--- config.mk ---
export PLATFORM = sky130hd
export DESIGN_NAME = data_break_arbiter_flat
export DESIGN_NICKNAME = d
export VERILOG_FILES = /design/src/rtl/data_break_arbiter_if.sv /design/src/rtl/data_break_arbiter.sv /design/src/flat_wrapper.sv
export SDC_FILE = /design/constraint.sdc
export NUM_CORES = 1
export LEC_CHECK = 0
export ABC_AREA = 0
export CORE_AREA = 2 2 140 74
export CTS_BUF_LIST = sky130_fd_sc_hd__clkbuf_4 sky130_fd_sc_hd__clkbuf_8
export DETAILED_ROUTE_END_ITERATION = 8
export DIE_AREA = 0 0 142 76
export PLACE_DENSITY = 0.74
export SYNTH_ARGS = -nofsm -noshare
export SYNTH_HDL_FRONTEND = slang
export SYNTH_SLANG_ARGS = --single-unit
--- constraint.sdc ---
create_clock -name clk -period 1.6 [get_ports clk]
set_clock_uncertainty 0.05 [all_clocks]
set_input_delay 0.32 -clock clk [delete_from_list [all_inputs] [get_ports clk]]
set_output_delay 0.32 -clock clk [all_outputs]
set_load 0.02 [all_outputs]
--- src/rtl/data_break_arbiter_if.sv ---
// rtl/data_break_arbiter_if.sv - requester and CPU break-path signals of data_break_arbiter
// master: the arbiter; slave: requesters plus the CPU state_machine side.
interface data_break_arbiter_if #(
    parameter int NREQ = 4
);
    logic [NREQ-1:0]      req;
    logic [NREQ-1:0]      req_dir;
    logic [15*NREQ-1:0]   req_addr;
    logic [12*NREQ-1:0]   req_wdata;
    logic [4:0]           state;
    logic                 break_in_prog;
    logic [11:0]          mem_rdata;
    logic                 data_break;
    logic                 to_disk;
    logic [14:0]          brk_addr;
    logic [11:0]          brk_wdata;
    logic [NREQ-1:0]      grant;
    logic [NREQ-1:0]      ack;
    logic [NREQ-1:0]      nak;
    logic [11:0]          rdata;

    modport master (
        input  req, req_dir, req_addr, req_wdata, state, break_in_prog, mem_rdata,
        output data_break, to_disk, brk_addr, brk_wdata, grant, ack, nak, rdata
    );

    modport slave (
        output req, req_dir, req_addr, req_wdata, state, break_in_prog, mem_rdata,
        input  data_break, to_disk, brk_addr, brk_wdata, grant, ack, nak, rdata
    );
endinterface

--- src/rtl/data_break_arbiter.sv ---
// rtl/data_break_arbiter.sv - arbitrates DMA data-break requests onto the CPU break path
// Define ROUND_ROBIN_EN for rotating priority; otherwise fixed priority, index 0 highest.
module data_break_arbiter #(
    parameter int         NREQ    = 4,
    parameter int         TIMEOUT = 1023,
    parameter logic [4:0] DB2     = 5'd14
) (
    input  logic                 clk,
    input  logic                 reset,
    data_break_arbiter_if.master bus
);

    localparam logic [1:0] S_IDLE = 2'd0;
    localparam logic [1:0] S_REQ  = 2'd1;
    localparam logic [1:0] S_XFER = 2'd2;
    localparam logic [1:0] S_ACK  = 2'd3;

    localparam int IW = (NREQ > 1) ? $clog2(NREQ) : 1;
    localparam int CW = (TIMEOUT > 0) ? $clog2(TIMEOUT + 1) : 1;
    localparam logic [CW-1:0] CNT_MAX = CW'(TIMEOUT);

    logic [1:0]      fsm;
    logic [CW-1:0]   wait_cnt;
    logic [NREQ-1:0] eligible;
    logic [IW-1:0]   win_idx;
    logic            win_any;
    logic            timeout_hit;
    logic            xfer_done;

    // The requester that was just nak'd still holds req on the following edge.
    assign eligible    = bus.req & ~bus.nak;
    assign timeout_hit = (fsm == S_REQ) && !bus.break_in_prog && (wait_cnt == CNT_MAX);
    assign xfer_done   = (fsm == S_XFER) && !bus.break_in_prog;

`ifdef ROUND_ROBIN_EN
    logic [IW-1:0] ptr;
    logic [IW-1:0] gnt_idx;
    logic [IW-1:0] cand;

    function automatic logic [IW-1:0] next_ptr(input logic [IW-1:0] idx);
        return (int'(idx) == NREQ - 1) ? '0 : idx + 1'b1;
    endfunction

    // Scan downward so the candidate closest to the pointer is assigned last.
    always_comb begin
        win_idx = '0;
        win_any = 1'b0;
        cand    = '0;
        for (int k = NREQ - 1; k >= 0; k--) begin
            cand = IW'((int'(ptr) + k) % NREQ);
            if (eligible[cand]) begin
                win_idx = cand;
                win_any = 1'b1;
            end
        end
    end

    always_ff @(posedge clk or negedge reset) begin
        if (!reset) begin
            ptr     <= '0;
            gnt_idx <= '0;
        end else begin
            if (fsm == S_IDLE && win_any) begin
                gnt_idx <= win_idx;
            end
            if (timeout_hit || xfer_done) begin
                ptr <= next_ptr(gnt_idx);
            end
        end
    end
`else
    always_comb begin
        win_idx = '0;
        win_any = 1'b0;
        for (int k = NREQ - 1; k >= 0; k--) begin
            if (eligible[k]) begin
                win_idx = IW'(k);
                win_any = 1'b1;
            end
        end
    end
`endif

    always_ff @(posedge clk or negedge reset) begin
        if (!reset) begin
            fsm            <= S_IDLE;
            wait_cnt       <= '0;
            bus.data_break <= 1'b0;
            bus.to_disk    <= 1'b0;
            bus.brk_addr   <= '0;
            bus.brk_wdata  <= '0;
            bus.grant      <= '0;
            bus.ack        <= '0;
            bus.nak        <= '0;
            bus.rdata      <= '0;
        end else begin
            bus.ack <= '0;
            bus.nak <= '0;
            case (fsm)
                S_IDLE: begin
                    if (win_any) begin
                        bus.grant      <= NREQ'(1) << win_idx;
                        bus.to_disk    <= bus.req_dir[win_idx];
                        bus.brk_addr   <= bus.req_addr[int'(win_idx)*15 +: 15];
                        bus.brk_wdata  <= bus.req_wdata[int'(win_idx)*12 +: 12];
                        bus.data_break <= 1'b1;
                        wait_cnt       <= '0;
                        fsm            <= S_REQ;
                    end
                end
                S_REQ: begin
                    // A break taken on the expiry edge wins over the timeout.
                    if (bus.break_in_prog) begin
                        bus.data_break <= 1'b0;
                        fsm            <= S_XFER;
                    end else if (wait_cnt == CNT_MAX) begin
                        bus.data_break <= 1'b0;
                        bus.nak        <= bus.grant;
                        bus.grant      <= '0;
                        fsm            <= S_IDLE;
                    end else begin
                        wait_cnt <= wait_cnt + 1'b1;
                    end
                end
                S_XFER: begin
                    if (bus.state == DB2 && bus.to_disk) begin
                        bus.rdata <= bus.mem_rdata;
                    end
                    if (!bus.break_in_prog) begin
                        bus.ack <= bus.grant;
                        fsm     <= S_ACK;
                    end
                end
                S_ACK: begin
                    bus.grant <= '0;
                    fsm       <= S_IDLE;
                end
                default: fsm <= S_IDLE;
            endcase
        end
    end

endmodule

--- src/flat_wrapper.sv ---
// flat-port wrapper written by rule: the top's interface ports become plain ports
module data_break_arbiter_flat 
#(
    parameter int         NREQ    = 4,
    parameter int         TIMEOUT = 1023,
    parameter logic [4:0] DB2     = 5'd14
)
  (clk, reset, bus_req, bus_req_dir, bus_req_addr, bus_req_wdata, bus_state, bus_break_in_prog, bus_mem_rdata, bus_data_break, bus_to_disk, bus_brk_addr, bus_brk_wdata, bus_grant, bus_ack, bus_nak, bus_rdata);
  data_break_arbiter_if #(.NREQ(NREQ)) bus_i ();
  input  logic clk;
  input  logic reset;
  input wire logic [$bits(bus_i.req)-1:0] bus_req;
  input wire logic [$bits(bus_i.req_dir)-1:0] bus_req_dir;
  input wire logic [$bits(bus_i.req_addr)-1:0] bus_req_addr;
  input wire logic [$bits(bus_i.req_wdata)-1:0] bus_req_wdata;
  input wire logic [$bits(bus_i.state)-1:0] bus_state;
  input wire logic [$bits(bus_i.break_in_prog)-1:0] bus_break_in_prog;
  input wire logic [$bits(bus_i.mem_rdata)-1:0] bus_mem_rdata;
  output wire logic [$bits(bus_i.data_break)-1:0] bus_data_break;
  output wire logic [$bits(bus_i.to_disk)-1:0] bus_to_disk;
  output wire logic [$bits(bus_i.brk_addr)-1:0] bus_brk_addr;
  output wire logic [$bits(bus_i.brk_wdata)-1:0] bus_brk_wdata;
  output wire logic [$bits(bus_i.grant)-1:0] bus_grant;
  output wire logic [$bits(bus_i.ack)-1:0] bus_ack;
  output wire logic [$bits(bus_i.nak)-1:0] bus_nak;
  output wire logic [$bits(bus_i.rdata)-1:0] bus_rdata;
  assign bus_i.req = bus_req;
  assign bus_i.req_dir = bus_req_dir;
  assign bus_i.req_addr = bus_req_addr;
  assign bus_i.req_wdata = bus_req_wdata;
  assign bus_i.state = bus_state;
  assign bus_i.break_in_prog = bus_break_in_prog;
  assign bus_i.mem_rdata = bus_mem_rdata;
  assign bus_data_break = bus_i.data_break;
  assign bus_to_disk = bus_i.to_disk;
  assign bus_brk_addr = bus_i.brk_addr;
  assign bus_brk_wdata = bus_i.brk_wdata;
  assign bus_grant = bus_i.grant;
  assign bus_ack = bus_i.ack;
  assign bus_nak = bus_i.nak;
  assign bus_rdata = bus_i.rdata;
  data_break_arbiter #(.NREQ(NREQ), .TIMEOUT(TIMEOUT), .DB2(DB2)) u_core (.clk(clk), .reset(reset), .bus(bus_i));
endmodule
==> impl_metrics.py, run 1 <==
metrics = {
    "flow_run": {
        "drv.max_cap_violation_count": 0,
    },
    "cts": {
        "tritoncts": "yes",
        "clock_sinks": 65,
        "path_clk_slew_ns": 0.07,
        "ctsLongestPathBuffers": 2,
        "clock_latency_of_the_later_clocked_register_in_the_worst_skew_pair_ns": 0.34,
        "clock_tree.root_cell": "sky130_fd_sc_hd__clkbuf_8",
        "cts_made_buffers": 9,
        "h-tree-depth": 3,
    },
    "cells_and_area": {
        "area_of_all_placed_cells_without_fillers_um2": 6150,
        "final_layout_size_suffix_gt1_share_pct": 19.9,
        "design.final.nets": 715,
        "area_of_combinational_cells_with_multiple_inputs_um2": 1790,
        "seqCellArea_um2": 1630,
        "num_antenna_cells": 0,
        "syn_to_final_growth_pct": 82.8,
        "num-fill-cells": 827,
        "stdcell_count": 708,
    },
    "synth": {
        "ys.warnings.count": 0,
        "netlist-cell-type-count": 49,
        "post_synth_main_area_contributors": "sky130_fd_sc_hd__dfrtp_1 (48%), sky130_fd_sc_hd__a221oi_1 (7.3%), sky130_fd_sc_hd__a31oi_1 (5.8%), sky130_fd_sc_hd__o21ai_0 (5.2%), sky130_fd_sc_hd__nor2_1 (4.6%)",
        "synth.net_count": 487,
        "ys_seq_elements": 65,
        "synth_sequential_area_ratio_pct": 48.4,
        "synth_top_area_share_pct": 48.4,
        "synth_top_cell_by_area": "sky130_fd_sc_hd__dfrtp_1",
        "synth.cell_area_um2": 3360,
        "synth_flop_cell": "sky130_fd_sc_hd__dfrtp_1",
        "fraction_of_registers_with_async_set_or_reset_after_synthesis_pct": 100,
        "number_of_flops_mapped_to_enable_cells_by_yosys": 0,
        "synth.avg_cell_area_um2": 9.61,
        "postSynthCellCount": 350,
    },
    "critical_path": {
        "worst_ep_arrival_time_ns": 1.78,
        "setup.reg_to_reg.worst_slack_ns": -0.008,
        "startpoint_type": "register",
        "timing.critical_path.cells": "ha_4 -> and3_4 -> nand3_4 -> or4_1 -> nand3b_1 -> o41ai_2",
        "worst_setup_path_end_kind": "register",
        "path_buf_inv": 0,
        "timing_worst_setup_path_type": "register to register",
        "crit_fanout": 3,
        "crit_family": "simple AND/OR/NAND/NOR gates",
        "critPathMaxStageDelay_ns": 0.41,
        "worst-endpoint-required_ns": 1.78,
        "timing.critical_path.slowest_stage_cell": "sky130_fd_sc_hd__dfrtp_1",
    },
    "power": {
        "p_total_uw": 8120,
        "cellPowerDensity_nw_per_um2": 1320,
        "peak_ir_drop_on_the_vdd_network_mv": 0.593,
        "power.static_leakage_uw": 0.00270,
    },
    "drt": {
        "dr.first_iter.drc_count": 239,
        "totalWireLength_um": 12900,
        "routed_wire_length_per_instance_um": 18.2,
        "final_antenna_violating_net_count": 0,
        "number_of_vias_after_detailed_routing": 3769,
        "dr.pass1.iters": 4,
        "final_routed_drc_violation_total": 0,
        "route.detailed.vias_per_inst": 5.32,
    },
    "global_routing": {
        "grt_pass1_vias": 3865,
        "grt_pass1_wl_um": 19900,
        "grt_max_degree": 30,
        "grt_overflow": 0,
        "grt_util_all_layers_pct": 23.6,
        "antenna_found_initial": 0,
    },
    "placed_design": {
        "dp_hpwl_um": 9480,
        "port_buffers": 188,
        "dp_cells": 688,
        "gpl.final_weighted_congestion": 0.884,
        "placedInstanceArea_um2": 5760,
    },
    "run_status": {
        "status": "complete, but fails checks",
        "violations": "negative setup slack",
    },
    "die": {
        "rows": 26,
        "dieArea_um2": 10800,
        "die_x_um": 142,
        "fp.coreArea_um2": 9730,
        "effective_utilization_at_floorplan_pct": 34.6,
        "die_h_um": 76,
        "io-pin-count": 189,
    },
    "sta": {
        "finalSetupTns_ns": -0.00781,
        "grt_setup_unrepaired": "true",
        "hold_violations": 0,
        "tightestPinTransition_ns": 0.411,
        "postLayoutSetupSlackWorst_ns": -0.00781,
        "finalWorstPathRequiredPeriod_ns": 1.61,
        "setup-violations-final": 1,
        "worst_slew_margin_rel_pct": 72.6,
        "achievable-frequency_ghz": 0.622,
        "post-route-period-util_pct": 100,
        "final-max-slew-violation-count": 0,
    },
    "worst_hold_path": {
        "worst_hold_path_type": "primary input to async pin",
    },
}
where the power goes:
part	internal, uW	switching (uW)
clock network	762	618
registers	2200	378
logic	1960	2210
state kept, by name, summed over array words and instances, names as in the netlist, 4 cells and up, named ones only:
name                  count
u_core.bus.ack            4
u_core.bus.brk_addr      15
u_core.bus.brk_wdata     12
u_core.bus.grant          4
u_core.bus.nak            4
u_core.bus.rdata         12
u_core.wait_cnt          10
area by class of cell:
class / count / share of cell area, %
Clock buffer: 12 / 2.38
Sequential cell: 65 / 26.5
Timing Repair Buffer: 242 / 38.4
Tap cell: 126 / 2.56
Multi-Input combinational cell: 255 / 29.1
Inverter: 5 / 0.305
Clock inverter: 3 / 0.692
cells by family after synthesis:
kind of cell	count (synthesis)	share of synthesized area, %
buffers and inverters	30	4.65
AND/OR/NAND/NOR	125	18.9
adder cells (fa/ha/maj)	1	0.372
flip-flops	65	48.4
multiplexers	14	4.65
AO/OA/AOI/OAI	115	23.1
cells in the final DEF, fill, tap and decap left out, types with 2 or more instances in the layout:
master	netlist	layout
sky130_fd_sc_hd__a221oi_1	28	23
sky130_fd_sc_hd__and3_1	3	2
sky130_fd_sc_hd__nor2_2	1	3
sky130_fd_sc_hd__o21ai_0	35	34
sky130_fd_sc_hd__a22o_1	2	2
sky130_fd_sc_hd__a21oi_1	7	7
sky130_fd_sc_hd__nor2_1	41	39
sky130_fd_sc_hd__nand2b_4	1	3
sky130_fd_sc_hd__clkdlybuf4s50_1	0	134
sky130_fd_sc_hd__dfrtp_2	0	2
sky130_fd_sc_hd__nor3_4	0	2
sky130_fd_sc_hd__dlygate4sd2_1	0	53
sky130_fd_sc_hd__inv_1	5	5
sky130_fd_sc_hd__nand2b_1	8	5
sky130_fd_sc_hd__buf_6	3	8
sky130_fd_sc_hd__a221oi_2	0	5
sky130_fd_sc_hd__buf_4	2	36
sky130_fd_sc_hd__buf_12	0	9
sky130_fd_sc_hd__clkbuf_8	0	9
sky130_fd_sc_hd__nand3_1	5	4
sky130_fd_sc_hd__a31oi_1	31	31
sky130_fd_sc_hd__nor4_4	1	2
sky130_fd_sc_hd__nand4_1	3	3
sky130_fd_sc_hd__nand3_4	0	2
sky130_fd_sc_hd__dfrtp_1	65	63
sky130_fd_sc_hd__mux2_4	0	12
sky130_fd_sc_hd__nand2_1	38	38
sky130_fd_sc_hd__nor3_1	3	3
sky130_fd_sc_hd__and2_1	8	8
sky130_fd_sc_hd__clkbuf_4	0	3
routing by layer:
layer  vias to the layer above  share of wire (%)  global-route usage, %
met5                         -                  0                      0
met4                         0                1.0                   6.00
met3                        11                7.6                   6.60
met2                       177                 47                   37.0
met1                      1822                 45                   32.3
li1                       1759                  -                      -
synth_stat cells, drive strengths merged (2+ instances only):
master,number
a21oi,8
a221oi,28
a22o,2
a31oi,31
and2,8
and3,3
buf,16
clkbuf,9
dfrtp,65
inv,5
mux2,13
nand2,38
nand2b,9
nand3,6
nand4,4
nor2,42
nor2b,2
nor3,5
nor4,2
o21ai,36
or2,2
per-stage QoR:
step                      hold slack, ns  worst slack [ns]  util, %
after floorplan                  -0.0256            0.0106        -
after global placement             0.221            -0.318     59.2
after detailed placement           0.221            -0.324     59.2
after CTS                          0.379           0.00345     61.3
after global routing               0.381           -0.0673     63.2
final                              0.380          -0.00781     63.2
path summary, 6_finish.rpt:
path                                     start                      to  depth (start not counted)
setup reg to reg            u_core.wait_cnt[0]      u_core.wait_cnt[6]                          6
max in group asynchronous                reset  u_core.bus.brk_addr[3]                          3
hold reg to reg            u_core.bus.rdata[5]     u_core.bus.rdata[5]                          1
min in group clk           u_core.bus.rdata[5]     u_core.bus.rdata[5]                          1
setup / recovery            u_core.wait_cnt[0]      u_core.wait_cnt[6]                          6
hold / removal                           reset   u_core.bus.data_break                          2
repair_timing:
| item | CTS | global route |
|---|---|---|
| endpoints found under the hold margin | 12 | 0 |
| hold buffers | 1 | 0 |
| pin swaps | 4 | 7 |
| setup buffers | 0 | 5 |
| setup endpoints to repair | 85 | 52 |
| resized for setup | 67 | 35 |
(Power assumes the default switching activity.)
==> inputs of run 2 (changes only) <==
==> constraint.sdc (replaced) <==
create_clock -name clk -period 1.6 [get_ports clk]
set_clock_uncertainty 0.05 [all_clocks]
set_input_delay 0.48 -clock clk [delete_from_list [all_inputs] [get_ports clk]]
set_output_delay 0.48 -clock clk [all_outputs]
set_load 0.02 [all_outputs]
==> run 2 against run 1 <==
  * The run still ends with negative setup slack left
  * Count of clock-buffer cells in the layout shrank 2
  * Global-route usage rose by 1.3 points
  * Design area up 3.7%
  * Setup slack lost 0.072 ns
  * Utilization increased by 2.4 points
  * Final cell count increased by 2.3%
  * Via count is 1.9% higher
  * First-iteration DRC count decreased by 18%
==> impl_metrics.py, run 2 (synthesized netlist as in run 1, its figures left out) <==
metrics = {
    "critical_path": {
        "worst_setup_path_end_kind": "register",
        "critPathMaxStageDelay_ns": 0.40,
        "worst_ep_arrival_time_ns": 1.86,
        "timing.critical_path.slowest_stage_cell": "sky130_fd_sc_hd__dfrtp_1",
        "critPathMostFrequentCell": "sky130_fd_sc_hd__nor3_4",
        "setup.reg_to_reg.worst_slack_ns": -0.08,
        "timing_worst_setup_path_type": "register to register",
        "crit_fanout": 5,
        "timing.critical_path.cells": "ha_4 -> nand3_4 -> nor3_4 -> nor3_4 -> buf_6 -> mux2_2",
        "startpoint_type": "register",
        "worst-endpoint-required_ns": 1.78,
    },
    "cts": {
        "cts_made_buffers": 9,
        "path_clk_slew_ns": 0.06,
        "tritoncts": "yes",
        "clock_sinks": 65,
        "clock_latency_of_the_later_clocked_register_in_the_worst_skew_pair_ns": 0.34,
        "clock_tree.root_cell": "sky130_fd_sc_hd__clkbuf_8",
        "ctsLongestPathBuffers": 2,
        "h-tree-depth": 3,
    },
    "sta": {
        "postLayoutSetupSlackWorst_ns": -0.0797,
        "tightestPinTransition_ns": 0.362,
        "achievable-frequency_ghz": 0.595,
        "worst_slew_margin_rel_pct": 75.9,
        "setup-violations-final": 33,
        "post-route-period-util_pct": 105,
        "final-max-slew-violation-count": 0,
        "finalWorstPathRequiredPeriod_ns": 1.68,
        "grt_setup_unrepaired": "true",
        "hold_violations": 0,
    },
    "drt": {
        "totalWireLength_um": 13700,
        "routed_wire_length_per_instance_um": 18.9,
        "route.detailed.vias_per_inst": 5.30,
        "dr.first_iter.drc_count": 195,
        "final_antenna_violating_net_count": 0,
        "dr.pass1.iters": 4,
        "number_of_vias_after_detailed_routing": 3839,
        "final_routed_drc_violation_total": 0,
    },
    "cells_and_area": {
        "stdcell_count": 724,
        "design.final.nets": 731,
        "regMostFlops": "u_core.bus.brk_addr",
        "num-fill-cells": 751,
        "final_layout_size_suffix_gt1_share_pct": 31.5,
        "reg_top3": "u_core.bus.brk_addr: 15 flops, u_core.bus.brk_wdata: 12 flops, u_core.bus.rdata: 12 flops",
        "most-common-layout-cells": "sky130_fd_sc_hd__clkdlybuf4s50_1 (124), sky130_fd_sc_hd__dfrtp_1 (63), sky130_fd_sc_hd__buf_4 (49), sky130_fd_sc_hd__nand2_1 (37), sky130_fd_sc_hd__a31oi_1 (29)",
        "layout.core_utilization_pct": 65.6,
        "largest_register_ffs": 15,
        "most_common_cell_after_layout_fill_and_taps_aside": "sky130_fd_sc_hd__clkdlybuf4s50_1",
        "area_of_all_placed_cells_without_fillers_um2": 6380,
        "syn_to_final_growth_pct": 89.7,
    },
    "global_routing": {
        "grt_util_all_layers_pct": 24.8,
        "grt_pass1_vias": 3990,
        "grt_pass1_wl_um": 20700,
        "antenna_found_initial": 1,
        "grt_max_degree": 66,
        "grt_overflow": 0,
    },
    "power": {
        "power.static_leakage_uw": 0.00274,
        "peak_ir_drop_on_the_vdd_network_mv": 0.676,
        "p_total_uw": 8780,
        "cellPowerDensity_nw_per_um2": 1380,
    },
    "placed_design": {
        "placedInstanceArea_um2": 5720,
        "dp_cells": 688,
        "dp_hpwl_um": 9420,
        "gpl.final_weighted_congestion": 0.873,
        "port_buffers": 188,
    },
    "die": {
        "effective_utilization_at_floorplan_pct": 34.6,
        "io-pin-count": 189,
        "fp.coreArea_um2": 9730,
        "rows": 26,
        "die_x_um": 142,
        "dieArea_um2": 10800,
        "die_h_um": 76,
    },
    "flow_run": {
        "drv.max_cap_violation_count": 0,
    },
    "run_status": {
        "violations": "negative setup slack",
        "status": "complete, but fails checks",
    },
    "worst_hold_path": {
        "worst_hold_path_type": "primary input to async pin",
    },
}
-- run 2: cell types whose count changed in the layout (fill, tap and decap cells not counted), sizes merged --
cell	delta
dlygate4sd2	-38
bufinv	-1
clkdlybuf4s15	+23
buf	+16
bufbuf	+1
diode	+1
clkdlybuf4s50	-10
clkbuf	+23
clkinv	+2
dlygate4sd3	-1
-- run 2: layout make-up --
type                            instances  area [um2]  share of cell area (%)
Antenna cell                            1        2.50                  0.0392
Clock buffer                           10         131                    2.06
Clock inverter                          4        22.5                   0.353
Inverter                                5        18.8                   0.294
Multi-Input combinational cell        255        1930                    30.3
Sequential cell                        65        1630                    25.5
Tap cell                              126         158                    2.47
Timing Repair Buffer                  258        2480                    38.9
-- run 2: path summary, 6_finish.rpt --
check | from | to | depth (start not counted)
setup / recovery | u_core.wait_cnt[0] | u_core.wait_cnt[0] | 6
setup reg to reg | u_core.wait_cnt[0] | u_core.wait_cnt[0] | 6
hold reg to reg | u_core.bus.rdata[5] | u_core.bus.rdata[5] | 1
max in group asynchronous | reset | async pin | 2
min in group clk | u_core.bus.rdata[5] | u_core.bus.rdata[5] | 1
hold / removal | reset | u_core.wait_cnt[3] | 2
-- run 2: where the power goes --
part | switching [uW] | internal [uW]
logic | 2480 | 2460
clock network | 614 | 553
registers | 477 | 2200
total | 3570 | 5220
-- run 2: repair_timing --
item | 4_1_cts | 5_1_grt
resized for setup | 117 | 124
pin swaps | 4 | 13
setup endpoints to repair | 111 | 97
hold buffers | 0 | 0
setup buffers | 7 | 10
cloned | 4 | 1
-- run 2: through the flow --
stage | hold slack, ns | setup TNS (ns) | setup WS (ns)
floorplan | 0.134 | 0 | 0.0106
global placement | 0.440 | -23.94 | -0.487
detailed placement | 0.444 | -27.06 | -0.549
CTS | 0.0917 | -0.0944 | -0.0326
global route | 0.110 | -3.52 | -0.133
finish | 0.0956 | -1.14 | -0.0797
-- run 2: layer usage --
metal	part of all wire, %	vias up	global-route usage, %
met4	2.0	0	7.70
li1	-	1790	-
met2	47	166	39.5
met1	45	1854	33.4
met5	0	-	0
met3	6.6	29	6.35
-- run 2: worst max-delay path, delay by kind of cell (launching register included) --
kind | cells | cell delay [ns]
mux | 1 | 0.25
flops | 1 | 0.40
fa+ha+maj | 1 | 0.18
buf+inv | 1 | 0.15
simple gates | 3 | 0.54
==> RTL edit (flow settings as in run 2) <==
Build with the macro `ROUND_ROBIN_EN` defined.
--- a/src/rtl/data_break_arbiter.sv
+++ b/src/rtl/data_break_arbiter.sv
@@ -1,5 +1,7 @@
 // rtl/data_break_arbiter.sv - arbitrates DMA data-break requests onto the CPU break path
 // Define ROUND_ROBIN_EN for rotating priority; otherwise fixed priority, index 0 highest.
+`define ROUND_ROBIN_EN
+
 module data_break_arbiter #(
     parameter int         NREQ    = 4,
     parameter int         TIMEOUT = 1023,
Function: changed (Yosys sat finds a counterexample within 10 cycles, from zero or initial values and one cycle with reset low).
==> RTL edit against run 2 <==
- the run still ends with negative setup slack left
- area after synthesis increased by 14%
- design area increased by 17%
- routed wire length increased by 21%
- worst setup slack got worse by 0.57 ns
- sequential cell count increased by 4
- clock power increased by 25%
- cell count increased by 9.4%
- via count increased by 17%
- total power increased by 30%
- largest cell class unchanged
==> RTL edit: results (changes against run 2) <==
| Metric | Value |
|---|---|
| Status | `finished, violations left (unchanged)` |
| Violated checks | `negative setup slack (unchanged)` |
| Final setup fails | `62 (was 33)` |
| Register area share after synthesis | `45.1% (was 48.4%)` |
| Worst hold slack | `0.445 ns (was 0.0956 ns)` |
| Vias per cell | `5.66 (was 5.30)` |
| TNS Setup | `-24.08 ns (was -1.14 ns)` |
| Final WS setup | `-0.652 ns (was -0.0797 ns)` |
| PD cells | `1530 nW/µm² (was 1380 nW/µm²)` |
| Routing usage on met1 | `40.4% (was 33.4%)` |
| Yosys cell types | `50 (was 49)` |
| Leakage | `3.29 nW (was 2.74 nW)` |
| Int Power | `6.58 mW (was 5.22 mW)` |
| Mapped Cells | `384 (was 350)` |
| Layout cell share with drive strength beyond 1 | `39.5% (was 31.5%)` |
| Dpl cell area | `6430 µm² (was 5720 µm²)` |
| Clock latency on the worst-skew pair | `0.36 ns (was 0.34 ns)` |
| Iteration-0 DRC Markers | `292 (was 195)` |
| Detailed placer's ending HPWL | `10.2 mm (was 9.42 mm)` |
| Total iterations of the first detailed-routing run | `5 (was 4)` |
| Clk pin slew, worst setup/hold paths | `0.08 ns (was 0.06 ns)` |
| Vias in the first global route | `4649 (was 3990)` |
| Top post-synthesis cells by area | `dfrtp_1, nor3_1, mux2i_1 (was dfrtp_1, a221oi_1, a31oi_1)` |
| Final GP Congestion | `0.941 (was 0.873)` |
| Crit path largest cell delay | `0.47 ns (was 0.40 ns)` |
| Syn Nets | `526 (was 487)` |
| Clk pwr | `1.46 mW (was 1.17 mW)` |
| M3 GR Usage | `7.48% (was 6.35%)` |
| CP max-delay cell | `or3_4 (was dfrtp_1)` |
| WP data arrival | `2.44 ns (was 1.86 ns)` |
| Most frequent cells after synthesis | `dfrtp_1, nor3_1, nor2_1 (was dfrtp_1, nor2_1, nand2_1)` |
| Pre-CTS setup slack | `-1.25 ns (was -0.549 ns)` |
| CP Max Fanout | `7 (was 5)` |
| Cells after DPL | `742 (was 688)` |
| Total Wirelength | `16.6 mm (was 13.7 mm)` |
| Relative slew slack | `71.6% (was 75.9%)` |
| M2 GR Usage | `45.7% (was 39.5%)` |
| Maximum vdd drop | `903 µV (was 676 µV)` |
| Gr usage total | `29.5% (was 24.8%)` |
| Largest net degree at the start of global routing | `42 (was 66)` |
| Antenna violations before repair | `0 (was 1)` |
| # nets final | `803 (was 731)` |
| Logic power comb | `7.27 mW (was 4.94 mW)` |
| Antenna cells | `0 (was 1)` |
| Async SR Flop Fraction | `100% (unchanged)` |
| Via count | `4479 (was 3839)` |
| First-pass GRT wire length | `24.7 mm (was 20.7 mm)` |
==> RTL edit: metal layers <==
metal	wire length [µm]	vias up
li1	-	2013
met1	7250	2197
met2	7600	235
met3	1400	34
met4	381	0
met5	0	-
==> RTL edit: area by class of cell <==
cell class,instances,area (µm²)
timing repair buffer,293,2880
inverter,6,22.5
fill,603,2260
sequential,69,1730
tap,126,158
multi-input combinational,282,2470
clock buffer,10,138
clock inverter,6,61.3
==> RTL edit: path summary, 6_finish.rpt <==
| check | start | end | cells after the start |
|---|---|---|---|
| min | reset | u_core.bus.rdata[9]$_DFFE_PN0P_ | 2 |
| min reg2reg | u_core.bus.rdata[10]$_DFFE_PN0P_ | u_core.bus.rdata[10]$_DFFE_PN0P_ | 1 |
| min in group clk | u_core.bus.rdata[10]$_DFFE_PN0P_ | u_core.bus.rdata[10]$_DFFE_PN0P_ | 1 |
| max | u_core.bus.nak[0]$_DFF_PN0_ | u_core.bus.brk_addr[12]$_DFFE_PN0P_ | 7 |
| max in group asynchronous | reset | u_core.bus.brk_wdata[9]$_DFFE_PN0P_ | 3 |
| max reg2reg | u_core.bus.nak[0]$_DFF_PN0_ | u_core.bus.brk_addr[12]$_DFFE_PN0P_ | 7 |
==> RTL edit: cells by family after synthesis <==
group                      share of synthesized area (%)
AOI/OAI and AO/OA                                   15.1
adders and majority gates                           1.96
buffers and inverters                               4.15
DFF                                                 45.1
muxes                                               11.7
and+or+nand+nor                                     21.9
==> RTL edit: timing repair <==
| item | 4_1_cts | 5_1_grt |
|---|---|---|
| endpoints found under the setup margin | 115 | 118 |
| resized for setup | 211 | 108 |
| setup buffers | 16 | 16 |
| gates cloned | 4 | 4 |
| hold buffers | 1 | 0 |
| pin swaps | 30 | 25 |
| endpoints found under the hold margin | 5 | 0 |
